<file path="src/rtl/pe_cfg_sequencer.sv">
// Layer-pass controller for one PE: streams kernel bytes then biases into the PE weight port,
// then gates window dispatch and counts acks/results. Optional checksum: PE_CFG_CHECKSUM_EN.
module pe_cfg_sequencer #(
  parameter int unsigned IN_CHANNEL  = 2,
  parameter int unsigned OUT_CHANNEL = 4,
  parameter int unsigned KERNEL_PTS  = 9,
  parameter int unsigned NUM_WIN     = 9
) (
  input  logic        clk,
  input  logic        rst,
  input  logic        start,
  input  logic [15:0] s_data,
  input  logic        s_valid,
  output logic        s_ready,
  output logic [15:0] weight_wr_data,
  output logic [31:0] weight_wr_addr,
  output logic        weight_wr_en,
  input  logic        win_valid,
  output logic        win_ack,
  output logic        pe_i_valid,
  input  logic        pe_ack,
  input  logic        pe_o_valid,
  output logic        busy,
  output logic        done,
`ifdef PE_CFG_CHECKSUM_EN
  output logic [15:0] cfg_checksum,
`endif
  output logic        err
);

  localparam int unsigned CntW   = $clog2(NUM_WIN + 1);
  localparam logic [7:0]  PosMax = 8'(IN_CHANNEL * KERNEL_PTS - 1);
  localparam logic [7:0]  OchMax = 8'(OUT_CHANNEL - 1);
  localparam logic [CntW-1:0] WinMax = CntW'(NUM_WIN);

  typedef enum logic [2:0] {StIdle, StLoadK, StLoadB, StRun, StDone} state_e;

  state_e          state_q, state_d;
  logic [7:0]      pos_q, pos_d, och_q, och_d;
  logic [CntW-1:0] win_cnt_q, win_cnt_d, res_cnt_q, res_cnt_d;
  logic            err_q, err_d;
  logic            wr_en_q, wr_en_d;
  logic [31:0]     wr_addr_q, wr_addr_d;
  logic [15:0]     wr_data_q, wr_data_d;
  logic            ack_hold_q, ack_hold_d;
  logic            accept, run;

  always_ff @(posedge clk or posedge rst) begin
    if (rst) begin
      state_q    <= StIdle;
      pos_q      <= '0;
      och_q      <= '0;
      win_cnt_q  <= '0;
      res_cnt_q  <= '0;
      err_q      <= 1'b0;
      wr_en_q    <= 1'b0;
      wr_addr_q  <= '0;
      wr_data_q  <= '0;
      ack_hold_q <= 1'b0;
    end else begin
      state_q    <= state_d;
      pos_q      <= pos_d;
      och_q      <= och_d;
      win_cnt_q  <= win_cnt_d;
      res_cnt_q  <= res_cnt_d;
      err_q      <= err_d;
      wr_en_q    <= wr_en_d;
      wr_addr_q  <= wr_addr_d;
      wr_data_q  <= wr_data_d;
      ack_hold_q <= ack_hold_d;
    end
  end

  always_comb begin
    state_d    = state_q;
    pos_d      = pos_q;
    och_d      = och_q;
    win_cnt_d  = win_cnt_q;
    res_cnt_d  = res_cnt_q;
    err_d      = err_q;
    wr_en_d    = 1'b0;
    wr_addr_d  = wr_addr_q;
    wr_data_d  = wr_data_q;
    ack_hold_d = 1'b0;

    run     = (state_q == StRun);
    s_ready = (state_q == StLoadK) || (state_q == StLoadB);
    accept  = s_valid & s_ready;
    busy    = (state_q != StIdle);
    done    = (state_q == StDone);
    win_ack = run & pe_ack;
    // One idle cycle after each ack mirrors the PE's single-window handshake.
    pe_i_valid = run & win_valid & (win_cnt_q < WinMax) & ~ack_hold_q;

    case (state_q)
      StIdle: begin
        if (start) begin
          state_d   = StLoadK;
          pos_d     = '0;
          och_d     = '0;
          win_cnt_d = '0;
          res_cnt_d = '0;
        end
      end
      StLoadK: begin
        if (accept) begin
          wr_en_d   = 1'b1;
          wr_addr_d = {8'h00, och_q, pos_q, 8'h00};
          wr_data_d = {8'h00, s_data[7:0]};
          if (pos_q == PosMax) begin
            pos_d = '0;
            if (och_q == OchMax) begin
              och_d   = '0;
              state_d = StLoadB;
            end else begin
              och_d = och_q + 8'd1;
            end
          end else begin
            pos_d = pos_q + 8'd1;
          end
        end
      end
      StLoadB: begin
        if (accept) begin
          wr_en_d   = 1'b1;
          wr_addr_d = {8'h01, och_q, 16'h0000};
          wr_data_d = s_data;
          if (och_q == OchMax) begin
            och_d   = '0;
            state_d = StRun;
          end else begin
            och_d = och_q + 8'd1;
          end
        end
      end
      StRun: begin
        if (pe_ack) begin
          ack_hold_d = 1'b1;
          if (win_cnt_q < WinMax) win_cnt_d = win_cnt_q + 1'b1;
        end
        if (pe_o_valid && (res_cnt_q < WinMax)) res_cnt_d = res_cnt_q + 1'b1;
        if ((win_cnt_q == WinMax) && (res_cnt_q == WinMax)) state_d = StDone;
      end
      StDone:  state_d = StIdle;
      default: state_d = StIdle;
    endcase

    if (pe_o_valid && (!run || (res_cnt_q == WinMax))) err_d = 1'b1;
  end

  assign weight_wr_en   = wr_en_q;
  assign weight_wr_addr = wr_addr_q;
  assign weight_wr_data = wr_data_q;
  assign err            = err_q;

`ifdef PE_CFG_CHECKSUM_EN
  logic [15:0] cks_q, cks_d;

  always_comb begin
    cks_d = cks_q;
    if ((state_q == StIdle) && start) begin
      cks_d = '0;
    end else if (accept) begin
      cks_d = cks_q + ((state_q == StLoadK) ? {8'h00, s_data[7:0]} : s_data);
    end
  end

  always_ff @(posedge clk or posedge rst) begin
    if (rst) cks_q <= '0;
    else     cks_q <= cks_d;
  end

  assign cfg_checksum = cks_q;
`endif

endmodule

</file>
<file path="config.mk">
export PLATFORM = sky130hd
export DESIGN_NAME = pe_cfg_sequencer
export DESIGN_NICKNAME = d
export VERILOG_FILES = /design/src/rtl/pe_cfg_sequencer.sv
export SDC_FILE = /design/constraint.sdc
export NUM_CORES = 1
export LEC_CHECK = 0
export BUFFER_PORTS_ARGS = -buffer_cell sky130_fd_sc_hd__buf_2
export CORE_UTILIZATION = 40
export DETAILED_ROUTE_END_ITERATION = 16
export PLACE_DENSITY = 0.69
export SETUP_SLACK_MARGIN = 0.05
export SYNTH_ARGS = -nofsm -noshare
export SYNTH_HDL_FRONTEND = slang
export SYNTH_SLANG_ARGS = --single-unit
</file>
<file path="constraint.sdc">
create_clock -name clk -period 2.54 [get_ports clk]
set_input_delay 0.508 -clock clk [delete_from_list [all_inputs] [get_ports clk]]
set_output_delay 0.508 -clock clk [all_outputs]
set_load 0.005 [all_outputs]
</file>
# == Word-level counts from Yosys, hierarchy flattened ==
# Index checks and enable logic that the tools add are counted.
# totals
wordCells,92
inputBits,23
output_inout_bits,55
reg_bits,78
# op_classes
n_reduce_logical,19
addsub,4
eq_ne,18
bitwise_logic,6
muxes,33
magnitude_cmp,2
# ops
op,n
two-way mux 32 bit,2
one-hot mux 32 bit (2 select lines),1
two-way mux 8 bit,7
two-way mux 16 bit,2
one-hot mux 16 bit (2 select lines),1
one-hot mux 8 bit (3 select lines),1
two-way mux 3 bit,7
adder 8 x 1 -> 8 bit (second input constant),2
two-way mux 4 bit,4
one-hot mux 4 bit (2 select lines),2
one-hot mux 8 bit (2 select lines),1
!= test 2 x 1 -> 1 bit (second input constant),6
one-hot mux 3 bit (4 select lines),1
AND reduction 3 bit,3
adder 4 x 1 -> 4 bit (second input constant),2
equality test 4 bit (second input constant),2
equality test 8 x 2 -> 1 bit (second input constant),1
equality test 8 x 5 -> 1 bit (second input constant),1
< comparator 4 bit (second input constant),2
!= test 2 bit (second input constant),4
AND reduction 7 bit,1
equality test 3 x 2 -> 1 bit (second input constant),2
nonzero test 2 bit,3
nonzero test 3 bit,2
other kinds (12),22

# == Logic depth before layout (Yosys ltp) ==
# Gate-level depths: netlist (run 1).
# depth
depth_word,5
mapped_depth,7
ltp_nobuf,6

# == Worst setup path after synthesis (run 1) ==
# OpenSTA, ideal clock, no wires.
# synth_timing
path_kind,reg2reg
start,register pos_q[1]
end,register och_q[0]
required_ns,2.412
path_slack_ns,0.737
setup_ns,0.128
path_stages_with_launch,8
period_less_slack_ns,1.803
n_path_buf,1
arrival_ns,1.675
cell_sequence,dfrtp_1 > inv_1 > ha_1 > and4bb_2 > nand4b_2 > and2_1 > buf_2 > mux2_1
# synth_between
elab_chain_cells,3
# synth_rtl
element,line_no,rtl
from (decl),39,"logic [7:0] pos_q, pos_d, och_q, och_d;"
from (signal assigned),62,pos_q <= pos_d;
equality test 8 x 5 -> 1 bit,110,if (pos_q == PosMax) begin
!= test 2 x 1 -> 1 bit (no source line),--,
AND reduction 5 bit (no source line),--,
to (signal assigned),63,och_q <= och_d;
to (decl),39,
# Every way passes these cells.
# A chain may end at the register's enable or synchronous reset.

# == Worst setup path in the final report (run 1) ==
# layout_timing
start,register state_q[1]
end,output s_ready
# layout_between
elab_chain_cells,2
elab_cells_between_ends,3
classes_between,eq/ne (2); reduce/logical (1)
# layout_rtl
element,line_no,rtl
from (decl),38,"state_e state_q, state_d;"
from (signal assigned),50,state_q <= StIdle;
from (signal assigned),61,state_q <= state_d;
equality test 3 x 1 -> 1 bit or equality test 3 x 2 -> 1 bit (tied branches),87,s_ready = (state_q == StLoadK) || (state_q == StLoadB);
logical OR 1 bit *,87,
to (decl),14,"output logic s_ready,"
# Every way passes the cells marked *; elsewhere a longest branch is shown, timed or not.

==> results of run 1 <==
## synth_stat cells, types with 6 or more instances
| cell | instances | area (µm²) |
|---|---|---|
| nand2b_1 | 8 | 50.1 |
| nor3_1 | 7 | 35.0 |
| a31oi_1 | 6 | 37.5 |
| a21oi_1 | 7 | 35.0 |
| a22o_1 | 16 | 140 |
| ha_1 | 9 | 113 |
| buf_4 | 15 | 113 |
| inv_1 | 16 | 60.1 |
| mux2_1 | 7 | 78.8 |
| o21ai_1 | 6 | 30.0 |
| nand2_1 | 12 | 45.0 |
| dfrtp_1 | 63 | 1580 |
| mux2_4 | 10 | 150 |
| nor2_1 | 7 | 26.3 |
## final timing paths
| kind | from | to | slack [ns] | cells after the start |
|---|---|---|---|---|
| min | rst | weight_wr_data[10] | 0.23 | 2 |
| min in group clk | s_data[10] | weight_wr_data[10] | 0.37 | 2 |
| min reg2reg | err | err | 0.47 | 1 |
| max in group asynchronous | rst | weight_wr_addr[16] | 1.57 | 3 |
| max | state_q[1] | s_ready | 0.26 | 4 |
| max reg2reg | state_q[1] | weight_wr_data[0] | 0.35 | 5 |
## registers in the layout, summed over array words and instances, names as in the netlist
register,count
weight_wr_data,16
pos_q,8
win_cnt_q,4
weight_wr_addr,17
res_cnt_q,4
och_q,8
err,1
ack_hold_q,1
weight_wr_en,1
state_q,3
## worst max-delay path, stage by stage, from the launching register on
cell      delay [ns]
dfrtp_1         0.64
xnor2_1         0.16
or2_1           0.23
clkinv_2        0.20
buf_2           0.19
## logic make-up (layout without fill, tap and decap cells)
logic type / Yosys count / count (layout) / share of synthesized area [%]
other cells: 1 / 15 / 0.115
mux: 19 / 19 / 7.67
simple gates: 74 / 74 / 14.5
xor+xnor: 3 / 3 / 0.806
buf+inv: 44 / 100 / 7.48
compound gates: 69 / 69 / 17.6
flops: 63 / 63 / 48.3
fa+ha+maj: 9 / 9 / 3.45
## layout make-up
type	count	area [µm²]
multi-input cells	189	1490
fillers	706	4010
flip-flops and latches	63	1580
inverters	19	72.6
clock buffers	9	124
repair buffers	65	333
well taps	102	128
clock inverters	7	71.3
## routing by layer
metal | global-route usage, % | vias up | share of wire (%)
met5 | 0 | - | 0
li1 | - | 1137 | -
met2 | 26.4 | 55 | 47
met3 | 4.84 | 9 | 4.0
met4 | 5.86 | 0 | 1.3
met1 | 20.9 | 1141 | 47
## metrics by stage
stage / utilization, % / total power, mW / instances
6_report: 48.7 / 3.96 / 454
3_5_place_dp: 46.2 / 3.12 / 438
2_1_floorplan: - / 2.68 / 296
4_1_cts: 48.7 / 4.00 / 454
3_3_place_gp: 46.2 / 3.06 / 438
5_1_grt: 48.7 / 4.24 / 454
## power groups by stage
stage / Combinational, mW / Sequential, mW / Clock [mW]
after floorplan: 1.06 / 1.63 / 0
after global placement: 1.38 / 1.68 / 0
after detailed placement: 1.42 / 1.69 / 0
after CTS: 1.43 / 1.68 / 0.889
after global routing: 1.57 / 1.73 / 0.937
final: 1.41 / 1.68 / 0.870
==> metrics, run 1 <==
status complete, no violations; Arr. time, crit path approximately 1.8 ns; EDFF count, synth 0; # setup viols final 0; Relative slew margins 58.6%; Core Region roughly 0.0078 mm²; Total Neg Setup Slack 0 ns; fin worst setup slack roughly 0.26 ns; RSZ-0062 raised after global routing no; critical path class reg2out; max-slew violations 0; most frequent cells in the layout dfrtp_1, buf_2, a22o_1, inv_1, conb_1; Chip Width roughly 90 µm; Overflow after GRT 0; die area roughly 0.0085 mm²; vias in the first global route 2251; Comb power frac 35.7%; Mapped Cells 282; Reg power frac 42.4%; Hold Vio Cnt, Final 0; minimum clock period 2.28 ns; initial antenna violation count 0; Final Skew around 0.014 ns; total CTS buffers 9; PwrDens 1040 mW/mm²; Sw Share 36.1%; Die Y-Extent 92.3 µm; via count around 2300; clock transition at the registers of the reported paths around 0.080 ns; post-route cell area 0.00380 mm²; WL per Instance 14.6 µm; initial drt markers 92; Routed Antenna Nets 0; Post-CTS Setup Bufs 0; clk_lat worst skew 0.35 ns; register area share after synthesis 48.3%; Worst Tran Pin Value 0.619 ns; net load switching power 1.43 mW; H-tree depth 3; drc violations 0; startpoint class of the critical path flip-flop; most common cell after layout, fill and taps aside dfrtp_1; num rows 32; 1st-pass router iterations 4; Synth Cell Area about 0.0033 mm²; worst-case clock buffer depth 2; Total Routed Length 6620 µm; Initial Utilization roughly two fifths; HPWL Detailed 4690 µm; Synth Flop Type dfrtp_1; post_cts resized 0; hold slack approximately 0.23 ns; fmax 438 MHz; TritonCTS clock tree yes; count of hold-fix buffers inserted at cts 0; Clk pwr share between 20% and 30%; Max-Cap Viols 0; Yosys warnings 0; DP Worst Slack 0.400 ns; Pint 2.53 mW; Ant. Diodes 0; Tcrit/Tclk final 89.9%; # port buffers 62; gr usage total 16.4%; Worst EP required 2.03 ns; first-pass GRT wire length approximately 11000 µm; share of cells above drive strength 1 31.8%; Clock Root Buffer clkbuf_8; largest net degree at the start of global routing 34; Avg Vias per Cell 5.16; ys async rst share 100%; Netlist cell types 61; number of clock sinks 63; post-placement cell area 0.00360 mm²; gpl congestion 0.883; maximum vdd drop 0.327 mV; Hold WC Path Type in2async; leakage dissipation 1.87 nW; Avg Inst Size Synth around 12 µm²; crit path max fanout 15; CP Capture Type primary output; Yosys reg bits 63; layout net count roughly 380; P&R area growth vs syn 16.5%; number of I/O pins 78
Note: power is estimated with default switching activity, not from simulation.
==> inputs of run 2 (changes only) <==
--- a/config.mk
+++ b/config.mk
@@ -8,6 +8,7 @@
 export BUFFER_PORTS_ARGS = -buffer_cell sky130_fd_sc_hd__buf_2
 export CORE_UTILIZATION = 40
 export DETAILED_ROUTE_END_ITERATION = 16
+export MAX_ROUTING_LAYER = met4
 export PLACE_DENSITY = 0.69
 export SETUP_SLACK_MARGIN = 0.05
 export SYNTH_ARGS = -nofsm -noshare
==> metrics, run 2 (synthesis gave the netlist of run 1 again) <==
count of hold-fix buffers inserted at cts 0 (unchanged); leakage dissipation 1.87 nW (unchanged); Chip Width 92.3 µm (unchanged); Relative slew margins 58.7% (was 58.6%); drc violations 0 (unchanged); gr usage total 16.8% (was 16.4%); Total Routed Length 6610 µm (was 6620 µm); HPWL Detailed 4690 µm (unchanged); Ant. Diodes 0 (unchanged); crit path max fanout 15 (unchanged); TritonCTS clock tree yes (unchanged); die area 0.00852 mm² (unchanged); first-pass GRT wire length 10900 µm (was 10800 µm); # setup viols final 0 (unchanged); Final Total Pwr 3.96 mW (about the same); FF-to-FF path depth 5 (unchanged); Core Region 0.00781 mm² (unchanged); Hold Vio Cnt, Final 0 (unchanged); vias in the first global route 2245 (was 2251); worst-case clock buffer depth 2 (unchanged); initial drt markers 90 (was 92); r2r endpoint weight_wr_data[0] (unchanged); Max-Cap Viols 0 (unchanged); Post-CTS Setup Bufs 0 (unchanged); WL per Instance 14.5 µm (was 14.6 µm); total CTS buffers 9 (unchanged); fin worst setup slack 0.267 ns (was 0.256 ns); slowest cell delay on critical path 0.63 ns (was 0.64 ns); Arr. time, crit path 1.77 ns (was 1.78 ns); number of I/O pins 78 (unchanged); clock transition at the registers of the reported paths 0.08 ns (about the same); clk_lat worst skew 0.35 ns (about the same); # port buffers 62 (unchanged); critical path class reg2out (unchanged); Slowest cell on crit path dfrtp_1 (unchanged); share of cells above drive strength 1 31.8% (unchanged); Total Neg Setup Slack 0 ns (unchanged); crit-path cells xnor2_1 > or2_1 > clkinv_2 > buf_2 (unchanged); maximum vdd drop 0.327 mV (about the same); P&R area growth vs syn 16.5% (unchanged); reg2reg start state_q[1] (unchanged); gpl congestion 0.898 (was 0.883); H-tree depth 3 (unchanged); Die Y-Extent 92.3 µm (unchanged); num rows 32 (unchanged); DP Worst Slack 0.400 ns (unchanged); Tcrit/Tclk final 89.5% (was 89.9%); Largest register FFs 17 (unchanged); via count 2347 (was 2342); hold slack 0.226 ns (about the same); Routed Antenna Nets 0 (unchanged); Worst Tran Pin Value 0.619 ns (about the same); Avg Vias per Cell 5.17 (was 5.16); layout net count 379 (unchanged); PwrDens 1040 mW/mm² (about the same); status complete, no violations (unchanged); fillcell total 706 (unchanged); minimum clock period 2.27 ns (was 2.28 ns); largest net degree at the start of global routing 34 (unchanged); number of clock sinks 63 (unchanged); initial antenna violation count 0 (unchanged); max-slew violations 0 (unchanged); Overflow after GRT 0 (unchanged); Reg2Reg Setup Slack 0.36 ns (was 0.35 ns); fmax 440 MHz (was 438 MHz); Hold WC Path Type in2async (unchanged); most common cell after layout, fill and taps aside dfrtp_1 (unchanged); most frequent cells in the layout dfrtp_1, buf_2, a22o_1, inv_1, conb_1 (unchanged); RSZ-0062 raised after global routing no (unchanged); Final Skew 0.0135 ns (about the same); Worst EP required 2.03 ns (about the same); CP Capture Type primary output (unchanged); 1st-pass router iterations 4 (unchanged); Initial Utilization 41.8% (unchanged); post_cts resized 0 (unchanged); Clock Root Buffer clkbuf_8 (unchanged); startpoint class of the critical path flip-flop (unchanged)
==> run 2: cell counts in the layout (fill, tap and decap cells not counted) <==
No cell type changed its count.
==> run 2: worst max-delay path by stage <==
stage	startpoint	to	slack, ns	cells after the start
floorplan	rst	ack_hold_q	0.46	1
global placement	state_q[1]	weight_wr_data[2]	0.48	5
detailed placement	state_q[1]	weight_wr_data[0]	0.40	5
CTS	state_q[1]	s_ready	0.27	4
global route	state_q[1]	s_ready	0.14	4
finish	state_q[1]	s_ready	0.27	4
==> run 2: power by group <==
| part | internal (mW) | leakage [nW] | switching, mW |
|---|---|---|---|
| Sequential | 1.35 | 0.805 | 0.331 |
| Combinational | 0.731 | 0.971 | 0.682 |
| Clock | 0.452 | 0.0916 | 0.417 |
| Total | 2.53 | 1.87 | 1.43 |
==> run 2: area by class of cell <==
cell class,count,area (µm²),area share (%)
Sequential cell,63,1580,41.5
Inverter,19,72.6,1.91
Clock buffer,9,124,3.26
Multi-Input combinational cell,189,1490,39.3
Clock inverter,7,71.3,1.88
Tap cell,102,128,3.36
Timing Repair Buffer,65,333,8.76
==> run 2: stage by stage <==
stage / area (µm²) / util [%] / instances
3_3_place_gp: 3600 / 46.2 / 438
3_5_place_dp: 3600 / 46.2 / 438
5_1_grt: 3800 / 48.7 / 454
6_report: 3800 / 48.7 / 454
2_1_floorplan: 3310 / - / 296
4_1_cts: 3800 / 48.7 / 454
==> run 2: metal layers <==
metal | track usage (%) | wire, µm | up-vias
li1 | - | - | 1138
met1 | 21.0 | 3130 | 1141
met2 | 26.3 | 3130 | 59
met3 | 4.68 | 257 | 9
met4 | 5.86 | 88 | 0
met5 | - | 0 | -
==> run 2: critical path, delay by kind of cell (launching register included) <==
family,cells,cell delay [ns]
and+or+nand+nor,1,0.23
DFF,1,0.63
xor gates and xnor gates,1,0.16
buffers and inverters,2,0.39
==> inputs of run 3 (changes only) <==
--- a/config.mk
+++ b/config.mk
@@ -6,10 +6,11 @@
 export NUM_CORES = 1
 export LEC_CHECK = 0
 export BUFFER_PORTS_ARGS = -buffer_cell sky130_fd_sc_hd__buf_2
-export CORE_UTILIZATION = 40
+export CORE_ASPECT_RATIO = 1.1
+export CORE_UTILIZATION = 54
 export DETAILED_ROUTE_END_ITERATION = 16
 export MAX_ROUTING_LAYER = met4
-export PLACE_DENSITY = 0.69
+export PLACE_DENSITY = 0.87
 export SETUP_SLACK_MARGIN = 0.05
 export SYNTH_ARGS = -nofsm -noshare
 export SYNTH_HDL_FRONTEND = slang
==> constraint.sdc (replaced) <==
create_clock -name clk -period 2.54 [get_ports clk]
set_input_delay 0.508 -clock clk [delete_from_list [all_inputs] [get_ports clk]]
set_output_delay 0.508 -clock clk [all_outputs]
set_load 0.1 [all_outputs]
==> metrics, run 3 (synthesis gave the netlist of run 1 again) <==
via count 2383 (was 2347); Die Y-Extent 83.5 µm (was 92.3 µm); Core Region 0.00581 mm² (was 0.00781 mm²); number of clock sinks 63 (unchanged); Max-Cap Viols 0 (unchanged); minimum clock period 2.37 ns (was 2.27 ns); clock transition at the registers of the reported paths 0.07 ns (was 0.08 ns); Largest register FFs 17 (unchanged); initial drt markers 159 (was 90); clk_lat worst skew 0.34 ns (was 0.35 ns); Tcrit/Tclk final 93.3% (was 89.5%); CP Capture Type primary output (unchanged); Chip Width 76.1 µm (was 92.3 µm); H-tree depth 3 (unchanged); Relative slew margins 49.4% (was 58.7%); die area 0.00636 mm² (was 0.00852 mm²); worst-case clock buffer depth 2 (unchanged); Hold Vio Cnt, Final 0 (unchanged); Routed Antenna Nets 0 (unchanged); number of I/O pins 78 (unchanged); # setup viols final 0 (unchanged); Hold WC Path Type in2reg (was in2async); critical path class reg2out (unchanged); # port buffers 62 (unchanged); drc violations 0 (unchanged); startpoint class of the critical path flip-flop (unchanged); Clock Root Buffer clkbuf_8 (unchanged); first-pass GRT wire length 10200 µm (was 10900 µm); Final Skew 0.00725 ns (was 0.0135 ns); layout net count 378 (was 379); HPWL Detailed 4380 µm (was 4690 µm); fmax 422 MHz (was 440 MHz); Worst Tran Pin Value 0.759 ns (was 0.619 ns); P&R area growth vs syn 15.8% (was 16.5%); max-slew violations 0 (unchanged); largest net degree at the start of global routing 64 (was 34); initial antenna violation count 0 (unchanged); Overflow after GRT 0 (unchanged); most frequent cells in the layout dfrtp_1, buf_2, a22o_1, inv_1, conb_1 (unchanged); RSZ-0062 raised after global routing no (unchanged); WL per Instance 14.3 µm (was 14.5 µm); TritonCTS clock tree yes (unchanged); num rows 29 (was 32); Initial Utilization 56.2% (was 41.8%); post-layout util 65.1% (was 48.7%); Ant. Diodes 0 (unchanged); Avg Vias per Cell 5.57 (was 5.17); gpl congestion 0.893 (was 0.898); Arr. time, crit path 1.86 ns (was 1.77 ns); gr usage total 21.0% (was 16.8%); Post-CTS Setup Bufs 0 (unchanged); share of cells above drive strength 1 32.5% (was 31.8%); most common cell after layout, fill and taps aside dfrtp_1 (unchanged); crit path max fanout 13 (was 15); vias in the first global route 2190 (was 2245); Worst EP required 2.03 ns (about the same); 1st-pass router iterations 4 (unchanged); Total Routed Length 6140 µm (was 6610 µm); total CTS buffers 9 (unchanged); status complete, no violations (unchanged)
run 3: cell count changes in the layout (fill, tap and decap cells not counted):
cell,before,now
buf_2,62,60
a2111oi_0,2,1
a2111oi_2,0,1
buf_4,3,4
clkinv_4,0,1
clkinvlp_4,3,2
dfrtp_1,63,62
dfrtp_2,0,1
nor3b_1,3,2
nor3b_2,0,1
run 3: final timing paths:
| kind | start | endpoint | slack (ns) | depth (start not counted) |
|---|---|---|---|---|
| max | state_q[0] | pe_i_valid | 0.17 | 3 |
| min | s_data[0] | weight_wr_data[0] | 0.38 | 2 |
| max reg2reg | state_q[0] | weight_wr_data[1] | 0.41 | 5 |
| min reg2reg | err | err | 0.47 | 1 |
| max in group asynchronous | rst | state_q[1] | 1.59 | 3 |
| min in group asynchronous | rst | weight_wr_data[3] | 0.41 | 3 |
run 3: repair_timing:
item	CTS	global route
gates resized for setup	2	1
hold buffers	0	0
setup endpoints to repair	2	2
run 3: metrics by stage:
| stage | worst slack [ns] | TNS, ns | hold slack (ns) | area [µm²] | instances |
|---|---|---|---|---|---|
| floorplan | -0.710 | -0.736 | 0.484 | 3330 | 296 |
| global placement | 0.413 | 0 | 0.460 | 3580 | 412 |
| detailed placement | 0.365 | 0 | 0.455 | 3580 | 412 |
| CTS | 0.120 | 0 | 0.378 | 3780 | 428 |
| global route | 0.0570 | 0 | 0.370 | 3780 | 428 |
| finish | 0.171 | 0 | 0.384 | 3780 | 428 |
run 3: critical path: stages (launching register included):
cell,delay [ns]
dfrtp_1,0.62
nand3b_4,0.20
a2111oi_2,0.36
buf_4,0.34
run 3: layout make-up:
cell class | instances | area (µm²)
sequential | 63 | 1580
tap | 77 | 96.3
inverter | 19 | 72.6
clock inverter | 7 | 72.6
multi-input combinational | 189 | 1510
fill | 450 | 2030
clock buffer | 9 | 124
timing repair buffer | 64 | 330
run 3: metal layers:
metal | track usage, % | vias to the layer above | share of wire [%]
li1 | - | 1135 | -
met1 | 26.3 | 1167 | 44
met2 | 33.6 | 73 | 50
met3 | 4.15 | 8 | 4.5
met4 | 8.74 | 0 | 1.2
met5 | - | - | 0
Power of run 3 is not shown: default switching activity piles up to over one toggle a cycle in this logic, so the estimate is an artifact.
